--- src/rtl/pmem_arbiter.sv ---
// ---------------------------------------------------------------------------
// pmem_arbiter
//   Shares one cacheline-wide physical memory port between the I-cache
//   line-fill path and the D-cache fill/writeback path. One requester is
//   granted at a time. The winner's address and line are registered for the
//   whole transaction. Read data and the completion pulse go back only to the
//   granted side.
//
//   Ports
//     clk, rst                        clock; asynchronous active-low reset
//     i_pmem_read / i_pmem_address    I-cache fill request (level) + address
//     i_pmem_rdata / i_pmem_resp      fill line + one-cycle completion to I
//     d_pmem_read / d_pmem_write      D-cache fill / writeback request (level)
//     d_pmem_address / d_pmem_wdata   D-cache address + writeback line
//     d_pmem_rdata / d_pmem_resp      fill line + one-cycle completion to D
//     mem_read / mem_write            request to memory, held until mem_resp
//     mem_address / mem_wdata         registered address / line of the grant
//     mem_rdata / mem_resp            memory return line + completion pulse
// ---------------------------------------------------------------------------
module pmem_arbiter #(
    parameter int ADDR_W = 32,
    parameter int LINE_W = 256
) (
    input  logic              clk,
    input  logic              rst,
    input  logic              i_pmem_read,
    input  logic [ADDR_W-1:0] i_pmem_address,
    output logic [LINE_W-1:0] i_pmem_rdata,
    output logic              i_pmem_resp,
    input  logic              d_pmem_read,
    input  logic              d_pmem_write,
    input  logic [ADDR_W-1:0] d_pmem_address,
    input  logic [LINE_W-1:0] d_pmem_wdata,
    output logic [LINE_W-1:0] d_pmem_rdata,
    output logic              d_pmem_resp,
    output logic              mem_read,
    output logic              mem_write,
    output logic [ADDR_W-1:0] mem_address,
    output logic [LINE_W-1:0] mem_wdata,
    input  logic [LINE_W-1:0] mem_rdata,
    input  logic              mem_resp
);

    typedef enum logic [1:0] {
        S_IDLE    = 2'd0,
        S_SERVE_I = 2'd1,
        S_SERVE_D = 2'd2,
        S_RELEASE = 2'd3
    } state_t;

    state_t            r_state;
    state_t            w_next;
    logic              r_last_d;   // 1: most recent grant went to D
    logic              r_d_wr;     // D transaction kind, frozen at grant
    logic [ADDR_W-1:0] r_addr;
    logic [LINE_W-1:0] r_wdata;

    logic              w_i_req;
    logic              w_d_req;
    logic              w_grant_i;
    logic              w_grant_d;

    assign w_i_req = i_pmem_read;
    assign w_d_req = d_pmem_read | d_pmem_write;

    // Arbitration happens only in IDLE. On a tie the side that did not win
    // last time goes first, so neither cache can starve the other.
    always_comb begin
        w_grant_i = 1'b0;
        w_grant_d = 1'b0;
        if (r_state == S_IDLE) begin
            if (w_i_req && w_d_req) begin
                w_grant_d = ~r_last_d;
                w_grant_i = r_last_d;
            end else begin
                w_grant_i = w_i_req;
                w_grant_d = w_d_req;
            end
        end
    end

    // State register
    always_ff @(posedge clk or negedge rst) begin
        if (!rst) r_state <= S_IDLE;
        else      r_state <= w_next;
    end

    // Next-state logic
    always_comb begin
        w_next = r_state;
        case (r_state)
            S_IDLE: begin
                if (w_grant_i)      w_next = S_SERVE_I;
                else if (w_grant_d) w_next = S_SERVE_D;
            end
            S_SERVE_I: if (mem_resp) w_next = S_RELEASE;
            S_SERVE_D: if (mem_resp) w_next = S_RELEASE;
            // One dead cycle gives the served cache time to drop its level
            // request before the next arbitration looks at it.
            S_RELEASE: w_next = S_IDLE;
            default:   w_next = S_IDLE;
        endcase
    end

    // Output logic. The memory request is decoded from the registered
    // state, so it starts the cycle after the grant edge and drops the
    // instant reset is asserted.
    always_comb begin
        mem_read    = 1'b0;
        mem_write   = 1'b0;
        i_pmem_resp = 1'b0;
        d_pmem_resp = 1'b0;
        case (r_state)
            S_SERVE_I: begin
                mem_read    = 1'b1;
                i_pmem_resp = mem_resp;
            end
            S_SERVE_D: begin
                mem_read    = ~r_d_wr;
                mem_write   = r_d_wr;
                d_pmem_resp = mem_resp;
            end
            default: ;
        endcase
    end

    // Return data is gated so the non-granted side never sees a live line.
    assign i_pmem_rdata = i_pmem_resp ? mem_rdata : '0;
    assign d_pmem_rdata = d_pmem_resp ? mem_rdata : '0;

    // Grant capture. A D request with both read and write high is a
    // writeback; its read half is not served separately.
    always_ff @(posedge clk or negedge rst) begin
        if (!rst) begin
            r_last_d <= 1'b0;
            r_d_wr   <= 1'b0;
            r_addr   <= '0;
            r_wdata  <= '0;
        end else if (w_grant_i) begin
            r_last_d <= 1'b0;
            r_addr   <= i_pmem_address;
        end else if (w_grant_d) begin
            r_last_d <= 1'b1;
            r_d_wr   <= d_pmem_write;
            r_addr   <= d_pmem_address;
            r_wdata  <= d_pmem_wdata;
        end
    end

    assign mem_address = r_addr;
    assign mem_wdata   = r_wdata;

    a_no_rw_both : assert property (@(posedge clk) disable iff (!rst)
        !(mem_read && mem_write));
    a_one_resp : assert property (@(posedge clk) disable iff (!rst)
        !(i_pmem_resp && d_pmem_resp));

endmodule

--- config.mk ---
export PLATFORM = sky130hd
export DESIGN_NAME = pmem_arbiter
export DESIGN_NICKNAME = d
export VERILOG_FILES = /design/src/rtl/pmem_arbiter.sv
export SDC_FILE = /design/constraint.sdc
export NUM_CORES = 1
export LEC_CHECK = 0
export ABC_AREA = 0
export BUFFER_PORTS_ARGS = -buffer_cell sky130_fd_sc_hd__buf_2
export CAP_MARGIN = 20
export CORE_AREA = 2 2 540 542
export DETAILED_ROUTE_END_ITERATION = 6
export DIE_AREA = 0 0 542 544
export PLACE_DENSITY_LB_ADDON = 0.15
export SLEW_MARGIN = 40
export SYNTH_ARGS = -nofsm -noshare
export SYNTH_HDL_FRONTEND = slang
export SYNTH_SLANG_ARGS = --single-unit
--- constraint.sdc ---
create_clock -name clk -period 2 [get_ports clk]
set_input_delay 0.5 -clock clk [delete_from_list [all_inputs] [get_ports clk]]
set_output_delay 0.5 -clock clk [all_outputs]
set_load 0.03 [all_outputs]
==> qor_table.md, run 1 <==
| Step | Metric | Reported |
|---|---|---|
| floorplan | Core region area | 289,000 um2 |
| cells and area | Layout overhead on the synthesized area | 117% |
| worst setup path | Required time of the critical path | 1500 ps |
| routing | Vias per std cell | 2.84 |
| cts | Longest Clk Path Bufs | 3 |
| floorplan | Die X | 542 um |
| synth | Register bit count reported by yosys | 292 |
| synth | Compound-cell area share of the yosys netlist | 0.0280 |
| power and ir drop | Power share of the sequential group | 0.192 |
| worst setup path | Slowest Stage Delay on Critical Path | 400 ps |
| cells and area | Fraction of layout instances using a drive strength above 1 | 0.757 |
| synth | Post-synth top flop | dfrtp_1 |
| synth | Top-count cell post-synth | and3_1 |
| floorplan | Die height | 544 um |
| global routing | First-pass GRT wire length | 249,000 um |
| timing | Worst slew slack as a fraction of its limit | 0.643 |
| synth | Most area-hungry cell type in the Yosys netlist | dfrtp_1 |
| floorplan | Initial cell density of the core | 0.0557 |
| synth | Mapped Avg Cell Area | 11.6 um2 |
| power and ir drop | Switching pwr | 0.0277 W |
| floorplan | Floorplan row count | 198 |
| synth | Synthesized-area fraction occupied by xor and xnor cells | 0 |
| synth | Main combinational cell family by area after synthesis | multiplexers |
| power and ir drop | Internal power | 0.0280 W |
| placement | Routability-driven placement congestion ratio | 0.892 |
| placement | Buffers added on ports | 1,385 |
| timing | Highest attainable clock frequency | 355 MHz |
| timing | Clock Skews | 23.6 ps |
| timing | Final WS setup | -814 ps |
| floorplan | Area of the die | 295,000 um2 |
| worst setup path | Slowest stage cell, crit path | dfrtp_1 |
| cells and area | Post-route standard cell area excluding fillers | 35,000 um2 |
| cells and area | Number of nets in the layout | 3,450 |
| synth | Post-synth top area share | 0.454 |
| run status | Failing checks | negative setup slack |
| synth | Basic-gate share of the synthesized area counting and, or, nand and nor cells | 0.224 |
| routing | Final antenna-violating net count | 0 |
| power and ir drop | Peak supply drop | 0.923 mV |
| worst setup path | Category of the worst setup path launch point | flip-flop |
| timing | Final Cycle Share | 1.41 |
| synth | Synth cell count leaders | and3_1, dfrtp_1, mux2_4 |
| cells and area | Final standard cell utilization of the core | 0.121 |
| synth | Syn_nets | 1,971 |
| worst setup path | Crit-path cells | inv_2, ha_4, buf_12, buf_16, buf_12, buf_16, and3_4, buf_12 |
| synth | Share of synthesized cell area in full adder, half adder and majority cells | 0.00311 |
| placement | Area after detailed placement | 29,900 um2 |
| power and ir drop | Clock network fraction of design power | 0.139 |
| power and ir drop | Leakage power | 16.9 nW |
| synth | Cell count after synthesis | 1,385 |
| synth | Seq/Total Area, Yosys | 0.454 |
| power and ir drop | PwrDens | 1590 nW/um2 |
| floorplan | IO Pins | 1,386 |
| cts | Sinks on the clock net | 292 |
| cts | TritonCTS clock tree | done |
| timing | Final Hold Fails | 0 |
| hold path | Classification of the worst-slack hold path | input port to flip-flop |
| cells and area | Number of inserted filler cells in the final layout | 33,300 |
| global routing | Maximum number of pins on one net before global-route repair | 53 |
| synth | Post-synthesis cell type count | 34 |
| routing | Final wirelength | 208,000 um |
| placement | Number of placed instances with taps included | 6,565 |
| timing | Setup repair after global routing missed its margin | yes |
| run status | Run status | complete, but fails checks |
| global routing | Number of antenna violations at the first check in global routing | 209 |
| placement | Half-perimeter wire length after detailed placement | 179,000 um |
| worst setup path | Most prevalent standard cell on the critical path | buf_12 |
| timing | Final worst path period need | 2810 ps |
| synth | Dominant cells by area after synthesis | dfrtp_1, and3_1, mux2_4, clkbuf_1, buf_12 |
| synth | Proportion of synthesized flip-flops having asynchronous set or reset | 1.00 |
| routing | DRT Pass-1 Iters | 6 |
| timing | Transition time at the pin with the least slew margin | 535 ps |
| worst setup path | Critical path class | flip-flop to output port |
| worst setup path | Number of cells traversed by the worst register-to-register path | 8 |
| synth | Warnings from Yosys | 0 |
| routing | First DRT Iteration DRCs | 1,063 |
| power and ir drop | Switch share | 0.497 |
| routing | Total DRC errors in the routed layout | 0 |
| global routing | Overall Global Routing Usage | 0.133 |
| cts | Number of levels in the clock H-tree | 2 |
| routing | DR WL/cell | 30.6 um |
| timing | Worst slack on hold paths | 96.0 ps |
| synth | Number of flops mapped to enable cells by yosys | 0 |
| worst setup path | Data arrival time of the critical path | 2310 ps |
| cts | Clock latency reported for the late side of the worst-skew pair | 620 ps |
| cts | Clk pin slew, worst setup/hold paths | 60 ps |
| cts | CTS Buf Count | 41 |
| global routing | Vias in the first global route | 19,600 |
| cts | Clock root buffer | clkbuf_16 |
| timing | Final-report setup violation count | 792 |
| power and ir drop | Fraction of power consumed by combinational cells | 0.669 |
| global routing | GR Overflow Total | 0 |
| worst setup path | Critical path capture point type | output port |
| hold path | Cells on Worst Hold Path | 2 |
| cells and area | Final standard cell count with taps included and fillers excluded | 6,813 |
| routing | Via count of the routed design | 19,300 |
| worst setup path | Maximum fanout count along the critical path | 11 |
| synth | Multiplexer area fraction after synthesis | 0.227 |
| timing | Pins Over Slew Limit | 0 |
| flow run | Max-cap violations | 0 |
| synth | Post-synthesis cell area | 16,100 um2 |
## cells in the final DEF, fill, tap and decap left out, types with 37 or more instances in the layout
cell type	instances
buf_2	994
dfrtp_1	292
and3_1	232
buf_6	202
mux2_4	200
buf_4	196
and3_2	159
buf_12	127
and3_4	121
diode_2	116
clkbuf_16	54
mux2_2	37
## state kept, by name (all words and copies together) (netlist names)
| register | cells |
|---|---|
| mem_address | 32 |
| r_last_d | 1 |
| r_d_wr | 1 |
| r_state | 2 |
| mem_wdata | 256 |
## worst max-delay path: cells and delay by family (launching register included)
| kind | cells | cell delay (ps) |
|---|---|---|
| buffers and inverters | 6 | 770 |
| and+or+nand+nor | 1 | 200 |
| DFF | 1 | 400 |
| adders and majority gates | 1 | 250 |
## through the flow
step	setup TNS, ps	worst slack, ps	power, W
after floorplan	-12600	-62.3	0.0288
after global placement	-158090	-493	0.0433
after detailed placement	-140460	-453	0.0431
after CTS	-483710	-915	0.0549
after global routing	-499540	-906	0.0587
final	-405180	-814	0.0557
## kinds of logic (layout without fill, tap and decap cells)
kind of cell             Yosys count  in the layout
AND/OR/NAND/NOR                  589            589
flip-flops                       292            292
multiplexers                     258            258
buffers and inverters            168           1680
AO/OA/AOI/OAI                     74             74
adder cells (fa/ha/maj)            4              4
other                              0            116
## worst paths after layout
kind	from	endpoint	slack [ps]
min reg2reg	mem_wdata[239]$_DFFE_PN0P_	mem_wdata[239]$_DFFE_PN0P_	480
max reg2reg	r_state[1]$_DFFE_PN0P_	mem_wdata[138]$_DFFE_PN0P_	-250
max in group asynchronous	rst	mem_wdata[30]$_DFFE_PN0P_	900
max	r_state[0]$_DFFE_PN0P_	d_pmem_rdata[44]	-810
min in group asynchronous	rst	mem_wdata[39]$_DFFE_PN0P_	400
min	d_pmem_wdata[243]	mem_wdata[243]$_DFFE_PN0P_	100
## power groups by stage
stage                     sequential (W)  combinational (W)  clock [W]
final                             0.0107             0.0372    0.00775
after global routing              0.0111             0.0393    0.00834
after CTS                         0.0108             0.0359    0.00824
after detailed placement          0.0108             0.0323          0
after global placement            0.0107             0.0326          0
after floorplan                   0.0166             0.0123          0
## layer usage
metal | vias to the layer above | global-route usage | routed length (um) | part of all wire
met2 | 1293 | 0.224 | 99100 | 0.48
met5 | - | 0 | 231 | 0.0011
met4 | 34 | 0.0447 | 7060 | 0.034
li1 | 8158 | - | - | -
met1 | 9480 | 0.142 | 75300 | 0.36
met3 | 352 | 0.0690 | 26600 | 0.13
## layout make-up
type | instances | area [um2] | share of cell area
clock inverter | 15 | 164 | 0.00469
multi-input combinational | 925 | 8620 | 0.246
tap | 3800 | 4750 | 0.136
clock buffer | 61 | 1200 | 0.0343
sequential | 292 | 7310 | 0.209
inverter | 4 | 15.0 | 0.000429
timing repair buffer | 1600 | 12600 | 0.361
antenna | 116 | 290 | 0.00830
## what timing repair did
| item | in CTS | in global routing |
|---|---|---|
| pin swaps | 2 | 1 |
| hold endpoints to repair | 30 | 0 |
| setup endpoints to repair | 808 | 805 |
| gates cloned | 14 | 16 |
| hold buffers | 1 | 0 |
| setup buffers | 17 | 15 |
| resized for setup | 432 | 388 |
Power figures use the tool's default switching activity.
==> inputs of run 2 (changes only) <==
Settings changed: RECOVER_POWER set to 50, SLEW_MARGIN 40 to not set.
==> run 2 against run 1 <==
Count of clock-buffer cells in the layout stayed put. Sequential cell count stayed put. Clock power hardly changed. Critical path depth stayed put. Register-to-register slack hardly changed. Sequential share of layout area hardly changed. Global-route usage stayed put. Via count hardly changed. Sequential power hardly changed. Total power hardly changed. The run ends with max-capacitance violations, max-slew violations, negative setup slack left. Largest power group unchanged.
==> qor_table.md, run 2 (same netlist as run 1, synthesis figures left out) <==
| Step | Metric | Reported |
|---|---|---|
| worst setup path | Data arrival time of the critical path | 2320 ps |
| cts | Clock latency reported for the late side of the worst-skew pair | 620 ps |
| floorplan | IO Pins | 1,386 |
| global routing | First-pass GRT wire length | 249,000 um |
| power and ir drop | Clock network fraction of design power | 0.139 |
| worst setup path | Critical path class | flip-flop to output port |
| cells and area | Fraction of layout instances using a drive strength above 1 | 0.757 |
| power and ir drop | Switching pwr | 0.0277 W |
| placement | Half-perimeter wire length after detailed placement | 179,000 um |
| cts | CTS Buf Count | 41 |
| timing | Highest attainable clock frequency | 355 MHz |
| power and ir drop | Switch share | 0.497 |
| global routing | Maximum number of pins on one net before global-route repair | 53 |
| timing | Transition time at the pin with the least slew margin | 1660 ps |
| hold path | Cells on Worst Hold Path | 2 |
| hold path | Classification of the worst-slack hold path | input port to flip-flop |
| worst setup path | Maximum fanout count along the critical path | 10 |
| cells and area | Layout overhead on the synthesized area | 117% |
| placement | Buffers added on ports | 1,385 |
| cells and area | Register Area | 7310 um2 |
| routing | Final antenna-violating net count | 0 |
| routing | DRT Pass-1 Iters | 5 |
| cts | Sinks on the clock net | 292 |
| routing | DR WL/cell | 30.6 um |
| cts | TritonCTS clock tree | done |
| timing | Final worst path period need | 2820 ps |
| floorplan | Floorplan row count | 198 |
| cts | Clock root buffer | clkbuf_16 |
| placement | Area after detailed placement | 29,900 um2 |
| worst setup path | Stages on worst setup path | 8 |
| timing | Worst slew slack as a fraction of its limit | -0.105 |
| routing | Vias per std cell | 2.83 |
| timing | Final-report setup violation count | 788 |
| placement | Pre-CTS setup slack | -453 ps |
| global routing | GR Overflow Total | 0 |
| timing | Final WS setup | -815 ps |
| timing | Setup repair after global routing missed its margin | yes |
| global routing | Overall Global Routing Usage | 0.133 |
| floorplan | Initial cell density of the core | 0.0557 |
| power and ir drop | Overall Power | 0.0557 W |
| power and ir drop | Power share of the sequential group | 0.192 |
| worst setup path | Critical path capture point type | output port |
| floorplan | Die X | 542 um |
| worst setup path | Number of buffer and inverter instances along the worst setup path | 6 |
| worst setup path | Slowest stage cell, crit path | dfrtp_1 |
| cells and area | Max FFs per register | 256 |
| worst setup path | Required time of the critical path | 1500 ps |
| cells and area | Number of inserted filler cells in the final layout | 33,300 |
| global routing | Vias in the first global route | 19,600 |
| cells and area | Final standard cell utilization of the core | 0.121 |
| floorplan | Area of the die | 295,000 um2 |
| worst setup path | Most prevalent standard cell on the critical path | buf_12 |
| cts | Number of levels in the clock H-tree | 2 |
| routing | Via count of the routed design | 19,300 |
| worst setup path | Number of cells traversed by the worst register-to-register path | 8 |
| cells and area | Post-route standard cell area excluding fillers | 35,000 um2 |
| routing | Final wirelength | 208,000 um |
| power and ir drop | Fraction of power consumed by combinational cells | 0.669 |
| worst setup path | Category of the worst setup path launch point | flip-flop |
| power and ir drop | Peak supply drop | 0.924 mV |
| power and ir drop | Internal power | 0.0280 W |
| worst setup path | Crit path max-delay family | buffers and inverters |
| global routing | Number of antenna violations at the first check in global routing | 209 |
| cts | Clk pin slew, worst setup/hold paths | 60 ps |
| power and ir drop | Leakage power | 16.9 nW |
| cells and area | Commonest non-fill, non-tap cells in the layout | buf_2, dfrtp_1, and3_1 |
| run status | Run status | complete, but fails checks |
| cts | Longest Clk Path Bufs | 3 |
| timing | Final Hold Fails | 0 |
| floorplan | Die height | 544 um |
| worst setup path | Crit-path cells | inv_2, ha_4, buf_12, buf_16, buf_12, clkbuf_16, and3_2, buf_6 |
| timing | Pins Over Slew Limit | 38 |
| cells and area | Most common cell after layout, fill and taps aside | buf_2 |
| timing | Clock Skews | 21.8 ps |
| floorplan | Core region area | 289,000 um2 |
| routing | Total DRC errors in the routed layout | 0 |
| routing | First DRT Iteration DRCs | 1,009 |
| flow run | Max-cap violations | 1 |
| placement | Routability-driven placement congestion ratio | 0.892 |
| cells and area | Multi-input gate area in the final layout | 8620 um2 |
| cells and area | Number of nets in the layout | 3,450 |
| run status | Failing checks | max-capacitance violations, max-slew violations, negative setup slack |
| timing | Final Cycle Share | 1.41 |
| power and ir drop | PwrDens | 1590 nW/um2 |
| worst setup path | Slowest Stage Delay on Critical Path | 400 ps |
[run 2: area by class of cell]
type                            instances  area share
Tap cell                             3800       0.136
Multi-Input combinational cell        925       0.247
Timing Repair Buffer                 1600       0.361
Sequential cell                       292       0.209
Clock buffer                           61      0.0344
Inverter                                4    0.000429
Antenna cell                          117     0.00837
Clock inverter                         15     0.00469
[run 2: power groups by stage]
| stage | clock [W] | sequential (W) | combinational [W] |
|---|---|---|---|
| floorplan | 0 | 0.0166 | 0.0123 |
| global route | 0.00834 | 0.0111 | 0.0393 |
| global placement | 0 | 0.0107 | 0.0326 |
| detailed placement | 0 | 0.0108 | 0.0323 |
| finish | 0.00774 | 0.0107 | 0.0372 |
| CTS | 0.00824 | 0.0108 | 0.0359 |
[run 2: what timing repair did]
action	in CTS	in global routing
gates resized for setup	432	388
setup buffers	17	15
endpoints found under the hold margin	30	0
setup endpoints to repair	808	805
pin swaps	2	1
gates cloned	14	16
hold buffers	1	0
[run 2: path summary, 6_finish.rpt]
path | to | slack, ps | startpoint
worst min register to register | mem_wdata[239]$_DFFE_PN0P_ | 480 | mem_wdata[239]$_DFFE_PN0P_
worst max register to register | mem_wdata[138]$_DFFE_PN0P_ | -250 | r_state[1]$_DFFE_PN0P_
min in group asynchronous | mem_wdata[39]$_DFFE_PN0P_ | 850 | rst
worst min-delay path | mem_wdata[243]$_DFFE_PN0P_ | 100 | d_pmem_wdata[243]
worst max-delay path | d_pmem_rdata[89] | -820 | r_state[0]$_DFFE_PN0P_
max in group asynchronous | mem_wdata[80]$_DFFE_PN0P_ | 140 | rst
[run 2: per-stage QoR]
| stage | hold slack (ps) | TNS (ps) | std cells |
|---|---|---|---|
| 6_report | 96.1 | -403610 | 6814 |
| 4_1_cts | 6.14 | -483710 | 6672 |
| 3_5_place_dp | 470 | -140460 | 6565 |
| 3_3_place_gp | 469 | -158090 | 6565 |
| 2_1_floorplan | 204 | -12600 | 1385 |
| 5_1_grt | 28.4 | -503910 | 6764 |
[run 2: layer usage]
layer	up-vias	GRT usage	part of all wire	routed length, um
met2	1287	0.224	0.48	99100
met1	9472	0.142	0.36	74800
li1	8162	-	-	-
met3	355	0.0690	0.13	27100
met4	34	0.0447	0.034	7080
met5	-	0	0.0011	231
[run 2: worst register-to-register path, cell delays in order (launching register included)]
cell,delay (ps)
dfrtp_1,430
inv_2,100
buf_4,120
ha_1,170
a21bo_4,270
nor2_8,200
buf_4,260
buf_4,240
mux2_4,320
